--- src/rtl/johnson_pkg.sv ---
// ============================================================================
// Module      : johnson_pkg
// Description : Width-generic Johnson counter helpers (legality, index, step).
// Revision    : 1.0
// ============================================================================
`default_nettype none

package johnson_pkg;

   localparam int MAX_N = 32;

   typedef logic [MAX_N-1:0] jvec_t;

   typedef enum logic [1:0] {
      ACT_HOLD = 2'd0,
      ACT_STEP = 2'd1,
      ACT_LOAD = 2'd2,
      ACT_FIX  = 2'd3
   } action_e;

   // Legal Johnson states have at most one adjacent-bit transition.
   function automatic logic johnson_is_legal(input jvec_t q, input int n);
      int trans;
      trans = 0;
      for (int i = 0; i < MAX_N - 1; i++) begin
         if (i < n - 1 && q[i] != q[i+1]) trans++;
      end
      return (trans <= 1);
   endfunction

   // Ones packed at the MSB end give idx = k; ones packed at the LSB end give 2n-m.
   function automatic int johnson_to_idx(input jvec_t q, input int n);
      int ones;
      ones = 0;
      for (int i = 0; i < MAX_N; i++) begin
         if (i < n && q[i]) ones++;
      end
      if (q[n-1] || ones == 0) return ones;
      return 2 * n - ones;
   endfunction

   function automatic jvec_t johnson_step(input jvec_t q, input logic dir, input int n);
      jvec_t r;
      r = '0;
      if (!dir) begin
         for (int i = 0; i < MAX_N - 1; i++) begin
            if (i < n - 1) r[i] = q[i+1];
         end
         r[n-1] = ~q[0];
      end else begin
         for (int i = 1; i < MAX_N; i++) begin
            if (i < n) r[i] = q[i-1];
         end
         r[0] = ~q[n-1];
      end
      return r;
   endfunction

endpackage

`default_nettype wire

--- src/rtl/johnson_counter_gen_if.sv ---
// ============================================================================
// Module      : johnson_counter_gen_if
// Description : Control and status bundle of the Johnson counter.
// Revision    : 1.0
// ============================================================================
`default_nettype none

interface johnson_counter_gen_if #(
   parameter int N     = 4,
   parameter int IDX_W = $clog2(2*N)
);
   logic             en;
   logic             dir;
   logic             load;
   logic [N-1:0]     load_val;
   logic [N-1:0]     q;
   logic [IDX_W-1:0] state_idx;
   logic [2*N-1:0]   phase;
   logic             tc;
   logic             err;

   modport master (
      output en, dir, load, load_val,
      input  q, state_idx, phase, tc, err
   );

   modport slave (
      input  en, dir, load, load_val,
      output q, state_idx, phase, tc, err
   );
endinterface

`default_nettype wire

--- src/rtl/johnson_decode.sv ---
// ============================================================================
// Module      : johnson_decode
// Description : Combinational Johnson decode: legal flag, index, one-hot phase.
// Revision    : 1.0
// ============================================================================
`default_nettype none

module johnson_decode
   import johnson_pkg::*;
#(
   parameter int N     = 4,
   parameter int IDX_W = $clog2(2*N)
) (
   input  logic [N-1:0]     i_v,
   output logic             o_legal,
   output logic [IDX_W-1:0] o_idx,
   output logic [2*N-1:0]   o_onehot
);

   always_comb begin
      o_legal  = johnson_is_legal(jvec_t'(i_v), N);
      o_idx    = IDX_W'(johnson_to_idx(jvec_t'(i_v), N));
      o_onehot = (2*N)'(1) << o_idx;
   end

endmodule

`default_nettype wire

--- src/rtl/johnson_counter_gen.sv ---
// ============================================================================
// Module      : johnson_counter_gen
// Description : Parametrised Johnson counter with load, self-correction and decode.
// Revision    : 1.0
// ============================================================================
`default_nettype none

module johnson_counter_gen
   import johnson_pkg::*;
#(
   parameter int N     = 4,
   parameter int IDX_W = $clog2(2*N)
) (
   input  logic                  clk,
   input  logic                  rst,
   johnson_counter_gen_if.slave  bus
);

   localparam logic [IDX_W-1:0] c_last_idx = IDX_W'(2*N - 1);

   logic [N-1:0]     r_q;
   logic [IDX_W-1:0] r_idx;
   logic [2*N-1:0]   r_phase;
   logic             r_tc;
   logic             r_err;

   action_e          w_act;
   logic [N-1:0]     w_next;
   logic             w_wrap;
   logic             w_q_legal;
   logic             w_ld_legal;
   logic [IDX_W-1:0] w_ld_idx;
   logic [2*N-1:0]   w_ld_onehot;
   logic             w_nxt_legal;
   logic [IDX_W-1:0] w_nxt_idx;
   logic [2*N-1:0]   w_nxt_phase;
   logic             w_unused;

   johnson_decode #(.N(N), .IDX_W(IDX_W)) u_dec_load (
      .i_v      (bus.load_val),
      .o_legal  (w_ld_legal),
      .o_idx    (w_ld_idx),
      .o_onehot (w_ld_onehot)
   );

   johnson_decode #(.N(N), .IDX_W(IDX_W)) u_dec_next (
      .i_v      (w_next),
      .o_legal  (w_nxt_legal),
      .o_idx    (w_nxt_idx),
      .o_onehot (w_nxt_phase)
   );

   // Only the legality of load_val matters; its index comes back via the next-state decoder.
   assign w_unused = ^{w_ld_idx, w_ld_onehot, w_nxt_legal};

   assign w_q_legal = johnson_is_legal(jvec_t'(r_q), N);
   assign w_wrap    = bus.dir ? (r_idx == '0) : (r_idx == c_last_idx);

   always_comb begin
      w_act  = ACT_HOLD;
      w_next = r_q;
      if (bus.load) begin
         w_act  = w_ld_legal ? ACT_LOAD : ACT_FIX;
         w_next = w_ld_legal ? bus.load_val : '0;
      end else if (!w_q_legal) begin
         w_act  = ACT_FIX;
         w_next = '0;
      end else if (bus.en) begin
         w_act  = ACT_STEP;
         w_next = N'(johnson_step(jvec_t'(r_q), bus.dir, N));
      end
   end

   always_ff @(posedge clk) begin
      if (rst) begin
         r_q     <= '0;
         r_idx   <= '0;
         r_phase <= (2*N)'(1);
         r_tc    <= 1'b0;
         r_err   <= 1'b0;
      end else begin
         r_q     <= w_next;
         r_idx   <= w_nxt_idx;
         r_phase <= w_nxt_phase;
         r_tc    <= (w_act == ACT_STEP) && w_wrap;
         r_err   <= (w_act == ACT_FIX);
      end
   end

   assign bus.q         = r_q;
   assign bus.state_idx = r_idx;
   assign bus.phase     = r_phase;
   assign bus.tc        = r_tc;
   assign bus.err       = r_err;

endmodule

`default_nettype wire

--- src/flat_wrapper.sv ---
// flat-port wrapper written by rule: the top's interface ports become plain ports
module johnson_counter_gen_flat import johnson_pkg::*;
#(
   parameter int N     = 4,
   parameter int IDX_W = $clog2(2*N)
)
  (clk, rst, bus_en, bus_dir, bus_load, bus_load_val, bus_q, bus_state_idx, bus_phase, bus_tc, bus_err);
  johnson_counter_gen_if #(.N(N), .IDX_W(IDX_W)) bus_i ();
  input  logic clk;
  input  logic rst;
  input wire logic [$bits(bus_i.en)-1:0] bus_en;
  input wire logic [$bits(bus_i.dir)-1:0] bus_dir;
  input wire logic [$bits(bus_i.load)-1:0] bus_load;
  input wire logic [$bits(bus_i.load_val)-1:0] bus_load_val;
  output wire logic [$bits(bus_i.q)-1:0] bus_q;
  output wire logic [$bits(bus_i.state_idx)-1:0] bus_state_idx;
  output wire logic [$bits(bus_i.phase)-1:0] bus_phase;
  output wire logic [$bits(bus_i.tc)-1:0] bus_tc;
  output wire logic [$bits(bus_i.err)-1:0] bus_err;
  assign bus_i.en = bus_en;
  assign bus_i.dir = bus_dir;
  assign bus_i.load = bus_load;
  assign bus_i.load_val = bus_load_val;
  assign bus_q = bus_i.q;
  assign bus_state_idx = bus_i.state_idx;
  assign bus_phase = bus_i.phase;
  assign bus_tc = bus_i.tc;
  assign bus_err = bus_i.err;
  johnson_counter_gen #(.N(N), .IDX_W(IDX_W)) u_core (.clk(clk), .rst(rst), .bus(bus_i));
endmodule
--- config.mk ---
export PLATFORM = sky130hd
export DESIGN_NAME = johnson_counter_gen_flat
export DESIGN_NICKNAME = d
export VERILOG_FILES = /design/src/rtl/johnson_pkg.sv /design/src/rtl/johnson_counter_gen_if.sv /design/src/rtl/johnson_decode.sv /design/src/rtl/johnson_counter_gen.sv /design/src/flat_wrapper.sv
export SDC_FILE = /design/constraint.sdc
export NUM_CORES = 1
export LEC_CHECK = 0
export BUFFER_PORTS_ARGS = -buffer_cell sky130_fd_sc_hd__buf_2
export CORE_UTILIZATION = 25
export CTS_BUF_LIST = sky130_fd_sc_hd__clkbuf_4
export DETAILED_ROUTE_END_ITERATION = 8
export PLACE_DENSITY = 0.38
export SYNTH_ARGS = -nofsm -noshare
export SYNTH_HDL_FRONTEND = slang
export SYNTH_HIERARCHICAL = 1
export SYNTH_SLANG_ARGS = --single-unit
--- constraint.sdc ---
create_clock -name clk -period 10.07 [get_ports clk]
set_input_delay 0 -clock clk [delete_from_list [all_inputs] [get_ports clk]]
set_output_delay 0 -clock clk [all_outputs]
set_load 0.05 [all_outputs]
After elaboration in Yosys (flattened, before gate mapping)

Index checks and enable logic that the tools add are counted.

Register bits: 17
Input port bits: 9
Output and inout port bits: 17
Logic and storage cells: 54

Add/subtract/negate cells: 8
$lt $le $gt $ge: 2
Equality and inequality tests: 9
Shift-type cells: 1
Muxes and demuxes: 23
Bitwise logic cells: 2
Reductions and logical operators: 4

Operators by type and width:

| operator                                                               | count |
|---|---|
| 32-bit 2-to-1 mux                                                      | 7 |
| 32-bit by 2-bit adder with 32-bit output, second input constant        | 5 |
| 32-bit by 2-bit <= comparator with 1-bit output, second input constant | 2 |
| 32-bit zero test                                                       | 1 |
| 4-bit 2-to-1 mux                                                       | 5 |
| 1-bit by 3-bit left shift with 8-bit output, first input constant      | 1 |
| 1-bit 2-to-1 mux                                                       | 7 |
| 3-bit 2-to-1 mux                                                       | 2 |
| 1-bit != test                                                          | 6 |
| 1-bit by 1-bit adder with 2-bit output, second input constant          | 2 |
| 2-bit 2-to-1 mux                                                       | 2 |
| 3-bit == test, second input constant                                   | 1 |
| 3-bit zero test                                                        | 1 |
| 1-bit by 3-bit subtractor with 3-bit output, first input constant      | 1 |
| 2-bit by 1-bit == test with 1-bit output, second input constant        | 1 |
| 2-bit == test, second input constant                                   | 1 |
| 1-bit inverter                                                         | 2 |
| 1-bit logical AND                                                      | 1 |
| 1-bit logical OR                                                       | 1 |

Depth between registers and ports, before layout

Gate-level depths: netlist of the first run.

Word-level depth: 21
Mapped depth: 23
Depth with buffers taken out: 20

Modules after synthesis

Netlist of the first run, hierarchy kept.

Modules (own cells, without submodules):

| module                              | times used | cells each | area an instance (µm²) | seq. area each (µm²) |
|---|---|---|---|---|
| johnson_counter_gen                 | 1          | 86         | 818.3                  | 340.3 |
| johnson_decode at u_core.u_dec_load | 1          | 73         | 550.5                  | 0.0 |
| johnson_decode at u_core.u_dec_next | 1          | 67         | 479.2                  | 0.0 |

Worst setup path after synthesis of the first run

OpenSTA, ideal clock, no wires.

Path kind: register -> register
Start point: register u_core.r_q[2] (netlist: u_core/bus.q[2])
End point: register u_core.r_phase[0] (netlist: u_core/bus.phase[0])
Arrival time: 4.165 ns
Required time: 9.947 ns
Setup slack: 5.781 ns
Stages on the path, launching flop included: 19
Path through: dfxtp_1 xor2_1 inv_1 ha_1 o21a_1 buf_6 o41ai_2 inv_1 ha_1 buf_6 xor2_1 ha_1 mux2i_1 ha_1 nor2b_1 mux2_2 o22ai_2 nor2_1 or2_2

Elaborated cells between the ends (all ways): 24
Those cells by class: add/sub: 5; order compare: 1; eq/ne: 2; shift: 1; mux: 13; reduce/logical: 2

RTL lines:

| element                                                     | RTL line                  | text |
|---|---|---|
| from (decl)                                                 | johnson_counter_gen.sv:21 | `logic [N-1:0] r_q;` |
| from (signal assigned)                                      | johnson_counter_gen.sv:82 | `r_q <= w_next;` |
| 1-bit != test                                               | johnson_pkg.sv:26         | `if (i < n - 1 && q[i] != q[i+1]) trans++;` |
| 32-bit 2-to-1 mux                                           | johnson_pkg.sv:26         |  |
| 32-bit by 2-bit adder with 32-bit output                    | johnson_pkg.sv:26         |  |
| 32-bit 2-to-1 mux                                           | johnson_pkg.sv:26         |  |
| 32-bit by 2-bit <= comparator with 1-bit output             | johnson_pkg.sv:28         | `return (trans <= 1);` |
| 4-bit 2-to-1 mux (*)                                        | johnson_counter_gen.sv:65 | `end else if (!w_q_legal) begin` |
| 4-bit 2-to-1 mux (*)                                        | johnson_counter_gen.sv:62 | `if (bus.load) begin` |
| named net u_core.w_next[1]                                  | johnson_counter_gen.sv:28 | `logic [N-1:0] w_next;` |
| [... 3 more ...]                                            | --                        |  |
| 32-bit by 2-bit adder with 32-bit output                    | johnson_pkg.sv:36         | `if (i < n && q[i]) ones++;` |
| 32-bit 2-to-1 mux (*)                                       | johnson_pkg.sv:36         |  |
| 32-bit zero test                                            | johnson_pkg.sv:38         | `if (q[n-1] \|\| ones == 0) return ones;` |
| 1-bit logical OR                                            | johnson_pkg.sv:38         |  |
| 3-bit 2-to-1 mux / 1-bit 2-to-1 mux (equally long branches) | johnson_pkg.sv:38         |  |
| 3-bit 2-to-1 mux (*)                                        | johnson_pkg.sv:39         | `return 2 * n - ones;` |
| 1-bit by 3-bit left shift with 8-bit output (*)             | johnson_decode.sv:23      | `o_onehot = (2*N)'(1) << o_idx;` |
| named net u_core.w_nxt_phase[0]                             | johnson_counter_gen.sv:36 | `logic [2*N-1:0] w_nxt_phase;` |
| to (signal assigned)                                        | johnson_counter_gen.sv:78 | `r_phase <= (2*N)'(1);` |
| to (signal assigned)                                        | johnson_counter_gen.sv:84 | `r_phase <= w_nxt_phase;` |
| to (decl)                                                   | johnson_counter_gen.sv:23 | `logic [2*N-1:0] r_phase;` |

Mark *: on every way through the listed nets, which the timed path passes. The rest lies on a longest branch.
A chain may end at the register's enable or synchronous reset.

Worst setup path in the final report of the first run

Start point: register u_core.r_q[1] (netlist: u_core/bus.q[1])
End point: register u_core.r_phase[0] (netlist: u_core/bus.phase[0])

Cells in the longest elaborated chain, start to end: 21
Elaborated cells between the ends (all ways): 26
Those cells by class: add/sub: 6; order compare: 1; eq/ne: 2; shift: 1; mux: 14; reduce/logical: 2

Ends and longest elaborated chain:

| element                                                     | RTL line                  | text |
|---|---|---|
| 1-bit != test                                               | johnson_pkg.sv:26         |  |
| 1-bit 2-to-1 mux                                            | johnson_pkg.sv:26         |  |
| 32-bit by 2-bit adder with 32-bit output                    | johnson_pkg.sv:26         |  |
| 32-bit 2-to-1 mux                                           | johnson_pkg.sv:26         |  |
| 32-bit by 2-bit adder with 32-bit output                    | johnson_pkg.sv:26         |  |
| 32-bit 2-to-1 mux                                           | johnson_pkg.sv:26         |  |
| 32-bit by 2-bit <= comparator with 1-bit output             | johnson_pkg.sv:28         |  |
| 4-bit 2-to-1 mux (*)                                        | johnson_counter_gen.sv:65 |  |
| [... 1 more ...]                                            | --                        |  |
| named net u_core.w_next[0]                                  | johnson_counter_gen.sv:28 |  |
| [... 6 more ...]                                            | --                        |  |
| 32-bit 2-to-1 mux (*)                                       | johnson_pkg.sv:36         |  |
| 32-bit zero test                                            | johnson_pkg.sv:38         |  |
| 1-bit logical OR                                            | johnson_pkg.sv:38         |  |
| 3-bit 2-to-1 mux / 1-bit 2-to-1 mux (equally long branches) | johnson_pkg.sv:38         |  |
| 3-bit 2-to-1 mux (*)                                        | johnson_pkg.sv:39         |  |
| named net u_core.w_nxt_idx[0]                               | johnson_counter_gen.sv:35 | `logic [IDX_W-1:0] w_nxt_idx;` |
| 1-bit by 3-bit left shift with 8-bit output (*)             | johnson_decode.sv:23      |  |
| named net u_core.w_nxt_phase[0]                             | johnson_counter_gen.sv:36 |  |

Marked as above.

==> results of run 1 <==
-- through the flow --
stage               instance area [um2]  hold slack [ps]  setup WS [ps]  total power, W
floorplan                          1420             71.6           5910        0.000281
global placement                   1510              296           5810        0.000315
detailed placement                 1510              280           5640        0.000317
CTS                                1560             29.0           5610        0.000355
global route                       1560             46.0           5310        0.000379
finish                             1560             49.3           5580        0.000350
-- cell type report --
class / instances / area, um2
sequential: 17 / 340
clock buffer: 3 / 22.5
clock inverter: 1 / 5.00
fill: 623 / 3950
inverter: 13 / 51.3
multi-input combinational: 117 / 892
timing repair buffer: 29 / 160
tap: 72 / 90.1
-- worst register-to-register path, delay by kind of cell (launching register included) --
kind | cells | cell delay [ps]
multiplexers | 1 | 270
AND/OR/NAND/NOR | 3 | 500
flip-flops | 1 | 470
XOR/XNOR | 3 | 760
AO/OA/AOI/OAI | 3 | 1000
buffers and inverters | 3 | 230
adder cells (fa/ha/maj) | 3 | 1150
-- flip-flops by register name (all words and copies together) (netlist names) --
| name | cells |
|---|---|
| u_core/bus.tc | 1 |
| u_core/bus.err | 1 |
| u_core/bus.phase | 8 |
| u_core/bus.q | 4 |
| u_core/bus.state_idx | 3 |
-- final timing paths --
check / start / to / slack [ps]
max: u_core/bus.q[1] / u_core/bus.phase[0] / 5580
min: bus_load_val[3] / u_core/bus.q[3] / 50
min reg2reg: u_core/bus.state_idx[1] / u_core/bus.tc / 680
max reg2reg: u_core/bus.q[1] / u_core/bus.phase[0] / 5580
-- routing by layer --
layer / part of all wire, % / routed length, um
met5: 0 / 0
met4: 0.85 / 26
met2: 47 / 1450
met1: 48 / 1480
met3: 3.4 / 105
-- where the power goes --
group	internal [W]	total, W	switching (W)
Clock	0.0000147	0.0000360	0.0000213
Combinational	0.0000783	0.000223	0.000145
Sequential	0.0000831	0.0000905	0.00000742
Total	0.000176	0.000350	0.000174
-- repair_timing --
| item | in CTS | in global routing |
|---|---|---|
| endpoints found under the hold margin | 2 | 0 |
| resized for setup | 0 | 0 |
| hold buffers | 2 | 0 |
==> impl_metrics.yaml, run 1 <==
run_status:
  status: "finished clean"
final_layout:
  final_common_cell: "buf_2"
  design.final.nets: 199
  layout-drive-gt1-share_pct: 27.2
  syn2layout_area_growth_pct: 9.86
  antenna_cells: 0
  instances_no_fill: 252
  most-common-layout-cells: "buf_2 (25), dfxtp_1 (17), nor2b_1 (15), nor2_1 (15), inv_1 (12)"
  fin_util_pct: 28.4
place:
  hpwl_um: 2400
  port_buffers: 25
  place_congestion: 0.814
  post-place-cells: 246
clocking:
  root_buffer: "clkbuf_4"
  cts_buffers: 3
  clock_latency_ps: 280
  path_clk_slew_ps: 100
  htree_levels: 1
  cts_tree: "yes"
  post_cts_buffers: 0
  cts_max_path_buffers: 2
  clkSinkCount: 17
global_routing:
  met1_usage_pct: 14.1
  met2_usage_pct: 16.8
  gr-usage-all-layers_pct: 10.5
  use_met3_pct: 1.76
  antenna_found_initial: 0
  grt_max_degree: 16
  grt_pass1_wl_um: 5080
  grt_pass1_vias: 1069
  busiest_layer: "met2"
  overflow: 0
sta:
  worst_pin_slew_ps: 499
  setup_violations: 0
  finalHoldViolCount: 0
  setup_tns_ps: 0
  max_clock_freq_mhz: 222
  rsz0062_at_grt: "false"
  period_share_pct: 44.6
  maxSlewHeadroom_pct: 66.7
  fin_skew_ps: 4.96
  slew_viol_final: 0
  finalCriticalPeriod_ps: 4490
floorplan:
  die_height_um: 77.4
  chipWidth_um: 77.4
  ios: 26
  die_area_um2: 5990
  fp.coreArea_um2: 5510
  rows: 27
  initial_core_util_pct: 25.8
critical_path:
  cp_slowest_cell: "ha_1"
  crit_required_ps: 10250
  worst-path-buf-inv: 3
  crit_cells: 16
  crit_fanout: 14
  reg2reg_depth: 16
  cp-end-kind: "flop"
  crit_chain: "xor2_1 > inv_1 > ha_1 > o21a_1 > o31ai_1 > inv_1 > ha_1 > xor2_1 > xor2_1 > inv_1 > ha_1 > nor2b_1 > mux2_2 > o22ai_2 > nor2_1 > or2_2"
  max_stage_delay_ps: 580
  crit_arrival_ps: 4670
  crit_family: "adder cells"
  critPathLaunchType: "flop"
  path_class: "reg -> reg"
route:
  drt-initial-drc-count: 68
  final_antenna_net_count: 0
  drtPass1Iterations: 4
  vias: 1138
  drcViolationCount: 0
  wire_per_inst_um: 12.1
  via_per_inst: 4.52
  routed_wl_um: 3060
pwr:
  power_density_nw_per_um2: 224
  p_leak_nw: 0.710
  ir_worst_vdd_mv: 0.0797
synth:
  syn_inst: 163
  syn_area_per_cell_um2: 8.72
  synth_area_um2: 1420
  yosys_warnings: 6
  synth_fp_nets: 181
flow_run:
  maxCapViolations: 0
min_path:
  min_path_cells: 3
  hold_class: "in -> reg"
No activity file was read; power rests on OpenSTA's default activity.
==> run 2, diff against run 1 <==
--- a/config.mk
+++ b/config.mk
@@ -5,11 +5,12 @@
 export SDC_FILE = /design/constraint.sdc
 export NUM_CORES = 1
 export LEC_CHECK = 0
+export ABC_AREA = 1
 export BUFFER_PORTS_ARGS = -buffer_cell sky130_fd_sc_hd__buf_2
 export CORE_UTILIZATION = 25
 export CTS_BUF_LIST = sky130_fd_sc_hd__clkbuf_4
 export DETAILED_ROUTE_END_ITERATION = 8
-export PLACE_DENSITY = 0.38
+export PLACE_DENSITY = 0.39
 export SYNTH_ARGS = -nofsm -noshare
 export SYNTH_HDL_FRONTEND = slang
 export SYNTH_HIERARCHICAL = 1
==> constraint.sdc (replaced) <==
create_clock -name clk -period 4.5 [get_ports clk]
set_input_delay 0 -clock clk [delete_from_list [all_inputs] [get_ports clk]]
set_output_delay 0 -clock clk [all_outputs]
set_load 0.05 [all_outputs]
==> run 2 against run 1 <==
Against the previous run:
- the flow now finishes with violations (DRC)
- largest power group unchanged
- die area decreased by 17%
- utilization rose by 2.8 points
- final cell count grew 3.2%
- highest routed layer unchanged
- count of clock-buffer cells in the layout unchanged
- register-to-register slack got worse by 4800 ps
- combinational power up 34%
- worst setup slack lost 4800 ps
- design area decreased by 11%
- area after synthesis decreased by 17%
- via count is 5.5% lower
- sequential share of layout area rose by 2.8 points
- largest cell class unchanged
==> impl_metrics.yaml, run 2 <==
run_status:
  status: "finished, violations left"
  violations: "DRC"
route:
  vias: 1075
  drt-initial-drc-count: 50
  routed_wl_um: 2410
  drcViolationCount: 4
  drtPass1Iterations: 6
  wire_per_inst_um: 9.26
  final_antenna_net_count: 0
  via_per_inst: 4.13
place:
  port_buffers: 25
  hpwl_um: 2000
  place_congestion: 0.745
  post-place-cells: 255
global_routing:
  overflow: 0
  grt_pass1_vias: 1007
  antenna_found_initial: 0
  grt_max_degree: 17
  grt_pass1_wl_um: 4190
  gr-usage-all-layers_pct: 10.4
clocking:
  cts_buffers: 3
  path_clk_slew_ps: 100
  clkSinkCount: 17
  htree_levels: 1
  root_buffer: "clkbuf_4"
  cts_max_path_buffers: 2
  clock_latency_ps: 290
  cts_tree: "yes"
floorplan:
  initial_core_util_pct: 26.4
  fp.coreArea_um2: 4440
  ios: 26
  chipWidth_um: 70.5
  die_height_um: 70.5
  rows: 24
  die_area_um2: 4970
sta:
  setup_violations: 0
  maxSlewHeadroom_pct: 81.3
  period_share_pct: 82.6
  slew_viol_final: 0
  worst_pin_slew_ps: 279
  finalCriticalPeriod_ps: 3720
  rsz0062_at_grt: "false"
  fin_skew_ps: 2.48
  max_clock_freq_mhz: 269
  finalHoldViolCount: 0
  setup_tns_ps: 0
critical_path:
  critPathLaunchType: "flop"
  crit_arrival_ps: 3900
  timing.rr.start: "u_core/bus.q[1]"
  path_class: "reg -> reg"
  crit_fanout: 6
  reg2reg_to: "u_core/bus.phase[0]"
  cp_common_cell: "ha_1"
  crit_chain: "xor2_1 > inv_1 > ha_1 > nand3b_1 > nand2_2 > nand3_1 > nand2_1 > inv_1 > ha_1 > xor2_1 > ha_1 > or2_0 > nand2_1 > ha_1 > o21ai_2 > xor2_4 > inv_2 > nor2_1 > or2_2"
  cp-end-kind: "flop"
  cp_slowest_cell: "dfxtp_1"
  max_stage_delay_ps: 460
  crit_path_start: "u_core/bus.q[1]"
  reg2reg_depth: 19
  crit_required_ps: 4680
  r2r_slack_ps: 780
min_path:
  min_to: "u_core/bus.q[1]"
  hold_start: "bus_load_val[1]"
  hold_class: "in -> reg"
  min_path_cells: 3
final_layout:
  layout-drive-gt1-share_pct: 22.1
  most-common-layout-cells: "nand2_1 (49), inv_1 (31), buf_2 (25)"
  antenna_cells: 0
  final-seq-area_um2: 340
  design.final.nets: 227
  syn2layout_area_growth_pct: 17.8
  fillers: 500
  instances_no_fill: 260
  multi_input_area_um2: 676
  largest_reg_flops: 8
  final_common_cell: "nand2_1"
pwr:
  power_density_nw_per_um2: 407
  ir_worst_vdd_mv: 0.0934
  p_leak_nw: 0.781
flow_run:
  maxCapViolations: 0
synth:
  synth_fp_nets: 199
  synth_area_um2: 1170
  syn_area_per_cell_um2: 6.48
  yosys_warnings: 6
  syn_inst: 181
run 2: cell types whose count changed in the layout (fill, tap and decap cells not counted), moves of 4 or more:
cell,change
nand2_2,+7
or2_2,-4
nand3_1,+11
xor2_1,-4
o31ai_1,-8
nand2_1,+42
inv_1,+19
nor2b_1,-15
o211ai_1,-4
inv_2,+6
nor2_1,+5
run 2: layout make-up:
class                   instances  area share (%)
clock buffers                   3            1.63
clock inverters                 1           0.362
inverters                      37            10.0
multi-input cells             124            48.9
flip-flops and latches         17            24.6
well taps                      52            4.71
repair buffers                 26            9.77
run 2: worst max-delay path, delay by kind of cell (launching register included):
kind / cells / cell delay, ps
compound gates: 1 / 90
fa+ha+maj: 4 / 1150
xor+xnor: 3 / 590
simple gates: 8 / 1080
buf+inv: 3 / 220
flops: 1 / 460
run 2: worst max path at each step:
| stage | to | slack, ps | depth (start not counted) |
|---|---|---|---|
| 2_1_floorplan | u_core/bus.phase[0] | 740 | 19 |
| 3_3_place_gp | u_core/bus.phase[0] | 860 | 20 |
| 3_5_place_dp | u_core/bus.phase[0] | 800 | 19 |
| 4_1_cts | u_core/bus.phase[0] | 780 | 19 |
| 5_1_grt | u_core/bus.phase[0] | 500 | 20 |
| 6_report | u_core/bus.phase[0] | 780 | 19 |
run 2: through the flow:
step	instance area [um2]	util (%)	hold slack (ps)	setup slack (ps)	total power [W]
2_1_floorplan	1170	-	69.1	742	0.000429
3_3_place_gp	1350	30.3	309	863	0.000488
3_5_place_dp	1350	30.3	307	804	0.000487
4_1_cts	1380	31.1	12.4	778	0.000572
5_1_grt	1380	31.1	24.2	499	0.000613
6_report	1380	31.1	23.7	782	0.000563
run 2: report_power, final:
group / total, W / switching (W) / leakage, nW / internal [W]
Combinational: 0.000298 / 0.000212 / 0.623 / 0.0000864
Sequential: 0.000185 / 0.0000112 / 0.139 / 0.000174
Clock: 0.0000807 / 0.0000477 / 0.0177 / 0.0000330
Total: 0.000563 / 0.000270 / 0.781 / 0.000293
run 2: layer usage:
layer | up-vias | GRT usage (%) | part of all wire [%]
li1 | 599 | - | -
met4 | 0 | 5.90 | 1.2
met3 | 2 | 1.01 | 2.7
met1 | 461 | 13.6 | 52
met5 | - | 0 | 0
met2 | 13 | 16.9 | 44
run 2: repair_timing:
action / in CTS / in global routing
gates resized for setup: 0 / 0
hold endpoints to repair: 1 / 0
setup buffers: 0 / 0
hold buffers: 1 / 0
==> run 3, diff against run 2 <==
--- a/config.mk
+++ b/config.mk
@@ -5,12 +5,12 @@
 export SDC_FILE = /design/constraint.sdc
 export NUM_CORES = 1
 export LEC_CHECK = 0
-export ABC_AREA = 1
+export ABC_AREA = 0
 export BUFFER_PORTS_ARGS = -buffer_cell sky130_fd_sc_hd__buf_2
 export CORE_UTILIZATION = 25
 export CTS_BUF_LIST = sky130_fd_sc_hd__clkbuf_4
 export DETAILED_ROUTE_END_ITERATION = 8
-export PLACE_DENSITY = 0.39
+export PLACE_DENSITY = 0.38
 export SYNTH_ARGS = -nofsm -noshare
 export SYNTH_HDL_FRONTEND = slang
 export SYNTH_HIERARCHICAL = 1
==> constraint.sdc (replaced) <==
create_clock -name clk -period 3.7 [get_ports clk]
set_input_delay 0 -clock clk [delete_from_list [all_inputs] [get_ports clk]]
set_output_delay 0 -clock clk [all_outputs]
set_load 0.05 [all_outputs]
==> run 3 against run 2 <==
Against the previous run:
- non-clock buffer count rose by 14
- the run now ends clean
- fmax is 4.8% higher
- sequential cell count unchanged
- clock power rose by 20%
- first-iteration DRC count increased by 20%
- sequential share of layout area decreased by 5.1 points
- power grew 88%
- largest cell class unchanged
- sequential power increased by 34%
==> impl_metrics.yaml, run 3 (synthesized netlist as in run 1, its figures left out) <==
floorplan:
  chipWidth_um: 77.4
  ios: 26
  die_height_um: 77.4
  initial_core_util_pct: 25.8
  fp.coreArea_um2: 5510
  rows: 27
  die_area_um2: 5990
clocking:
  path_clk_slew_ps: 100
  clkSinkCount: 17
  cts_buffers: 3
  cts_max_path_buffers: 2
  htree_levels: 1
  clock_latency_ps: 280
  root_buffer: "clkbuf_4"
  cts_tree: "yes"
place:
  hpwl_um: 2560
  dp_slack_ps: 46.6
  port_buffers: 25
  post-place-cells: 256
  dpl_cell_area_um2: 1640
  place_congestion: 0.761
final_layout:
  design.final.nets: 210
  layout-drive-gt1-share_pct: 41.9
  antenna_cells: 0
  design_area_um2: 1790
  fillers: 601
  largest_reg_flops: 8
  final_common_cell: "buf_2"
  syn2layout_area_growth_pct: 26.1
  instances_no_fill: 263
  most-common-layout-cells: "buf_2 (25), nor2_1 (14), dfxtp_1 (14)"
pwr:
  design_power_total_w: 0.00106
  power_density_nw_per_um2: 591
  p_leak_nw: 0.792
  ir_worst_vdd_mv: 0.260
critical_path:
  timing.rr.start: "u_core/bus.q[1]"
  path_class: "reg -> reg"
  crit_required_ps: 3880
  crit_arrival_ps: 3730
  crit_path_start: "u_core/bus.q[1]"
  crit_fanout: 5
  reg2reg_depth: 16
  r2r_slack_ps: 150
  cp-end-kind: "flop"
  reg2reg_to: "u_core/bus.phase[0]"
  critPathLaunchType: "flop"
min_path:
  min_to: "u_core/bus.tc"
  hold_start: "bus_en"
  min_path_cells: 3
  hold_class: "in -> reg"
sta:
  finalCriticalPeriod_ps: 3550
  rsz0062_at_grt: "true"
  fin_skew_ps: 3.40
  max_clock_freq_mhz: 282
  finalHoldViolCount: 0
  period_share_pct: 95.9
  setup_violations: 0
  worst_pin_slew_ps: 576
  setup_ws_ps: 151
  maxSlewHeadroom_pct: 61.2
  slew_viol_final: 0
route:
  drcViolationCount: 0
  via_per_inst: 4.64
  drt-initial-drc-count: 60
  routed_wl_um: 3320
  drtPass1Iterations: 4
  vias: 1220
  wire_per_inst_um: 12.6
  final_antenna_net_count: 0
flow_run:
  maxCapViolations: 0
global_routing:
  grt_pass1_vias: 1155
  overflow: 0
  gr-usage-all-layers_pct: 11.2
  antenna_found_initial: 0
  grt_pass1_wl_um: 5420
  grt_max_degree: 15
run_status:
  status: "finished clean"
## run 3: worst max path at each step
stage                                to  slack (ps)  cells after the start
floorplan           u_core/bus.phase[0]        -0.2                     18
global placement    u_core/bus.phase[0]         100                     16
detailed placement  u_core/bus.phase[0]          50                     16
CTS                 u_core/bus.phase[0]          30                     16
global route        u_core/bus.phase[0]         -30                     16
finish              u_core/bus.phase[0]         150                     16
## run 3: repair_timing
item                       in CTS  in global routing
buffers inserted                0                  1
hold buffers                    2                  0
hold endpoints to repair        2                  0
setup endpoints to repair       0                  9
gates resized for setup         0                 16
## run 3: critical path: stages, from the launching register on
cell	delay, ps
dfxtp_4	410
xor2_4	160
inv_2	70
ha_4	240
o21a_4	240
o41ai_4	300
inv_1	120
ha_4	240
xor2_2	170
ha_1	310
mux2i_1	80
ha_2	370
nand3_2	80
o221a_4	320
inv_4	80
nor2_2	40
or2_4	210
## run 3: final cells by class
type / count / area [um2] / area share [%]
multi-input combinational: 117 / 1030 / 57.6
inverter: 13 / 51.3 / 2.86
clock buffer: 3 / 22.5 / 1.26
clock inverter: 1 / 5.00 / 0.279
timing repair buffer: 40 / 243 / 13.5
sequential: 17 / 349 / 19.5
tap: 72 / 90.1 / 5.02
## run 3: stage by stage
step           setup TNS (ps)  util, %  hold WS [ps]
2_1_floorplan          -0.199        -          71.6
3_3_place_gp                0     29.8           273
3_5_place_dp                0     29.8           283
4_1_cts                     0     30.7          40.2
5_1_grt                 -51.5     32.6          67.0
6_report                    0     32.6          52.5
## run 3: metal layers
metal / up-vias / global-route usage, % / share of wire (%)
met5: - / 0 / 0
met4: 0 / 3.96 / 0
met3: 0 / 0.471 / 3.2
met2: 30 / 18.5 / 49
met1: 581 / 15.5 / 48
li1: 609 / - / -
## run 3: power breakdown
| group | switching, W | leakage [nW] | total (W) | internal (W) |
|---|---|---|---|---|
| sequential | 0.0000218 | 0.142 | 0.000248 | 0.000226 |
| clock | 0.0000564 | 0.0177 | 0.0000965 | 0.0000401 |
| combinational | 0.000425 | 0.633 | 0.000715 | 0.000291 |
| total | 0.000503 | 0.792 | 0.00106 | 0.000557 |
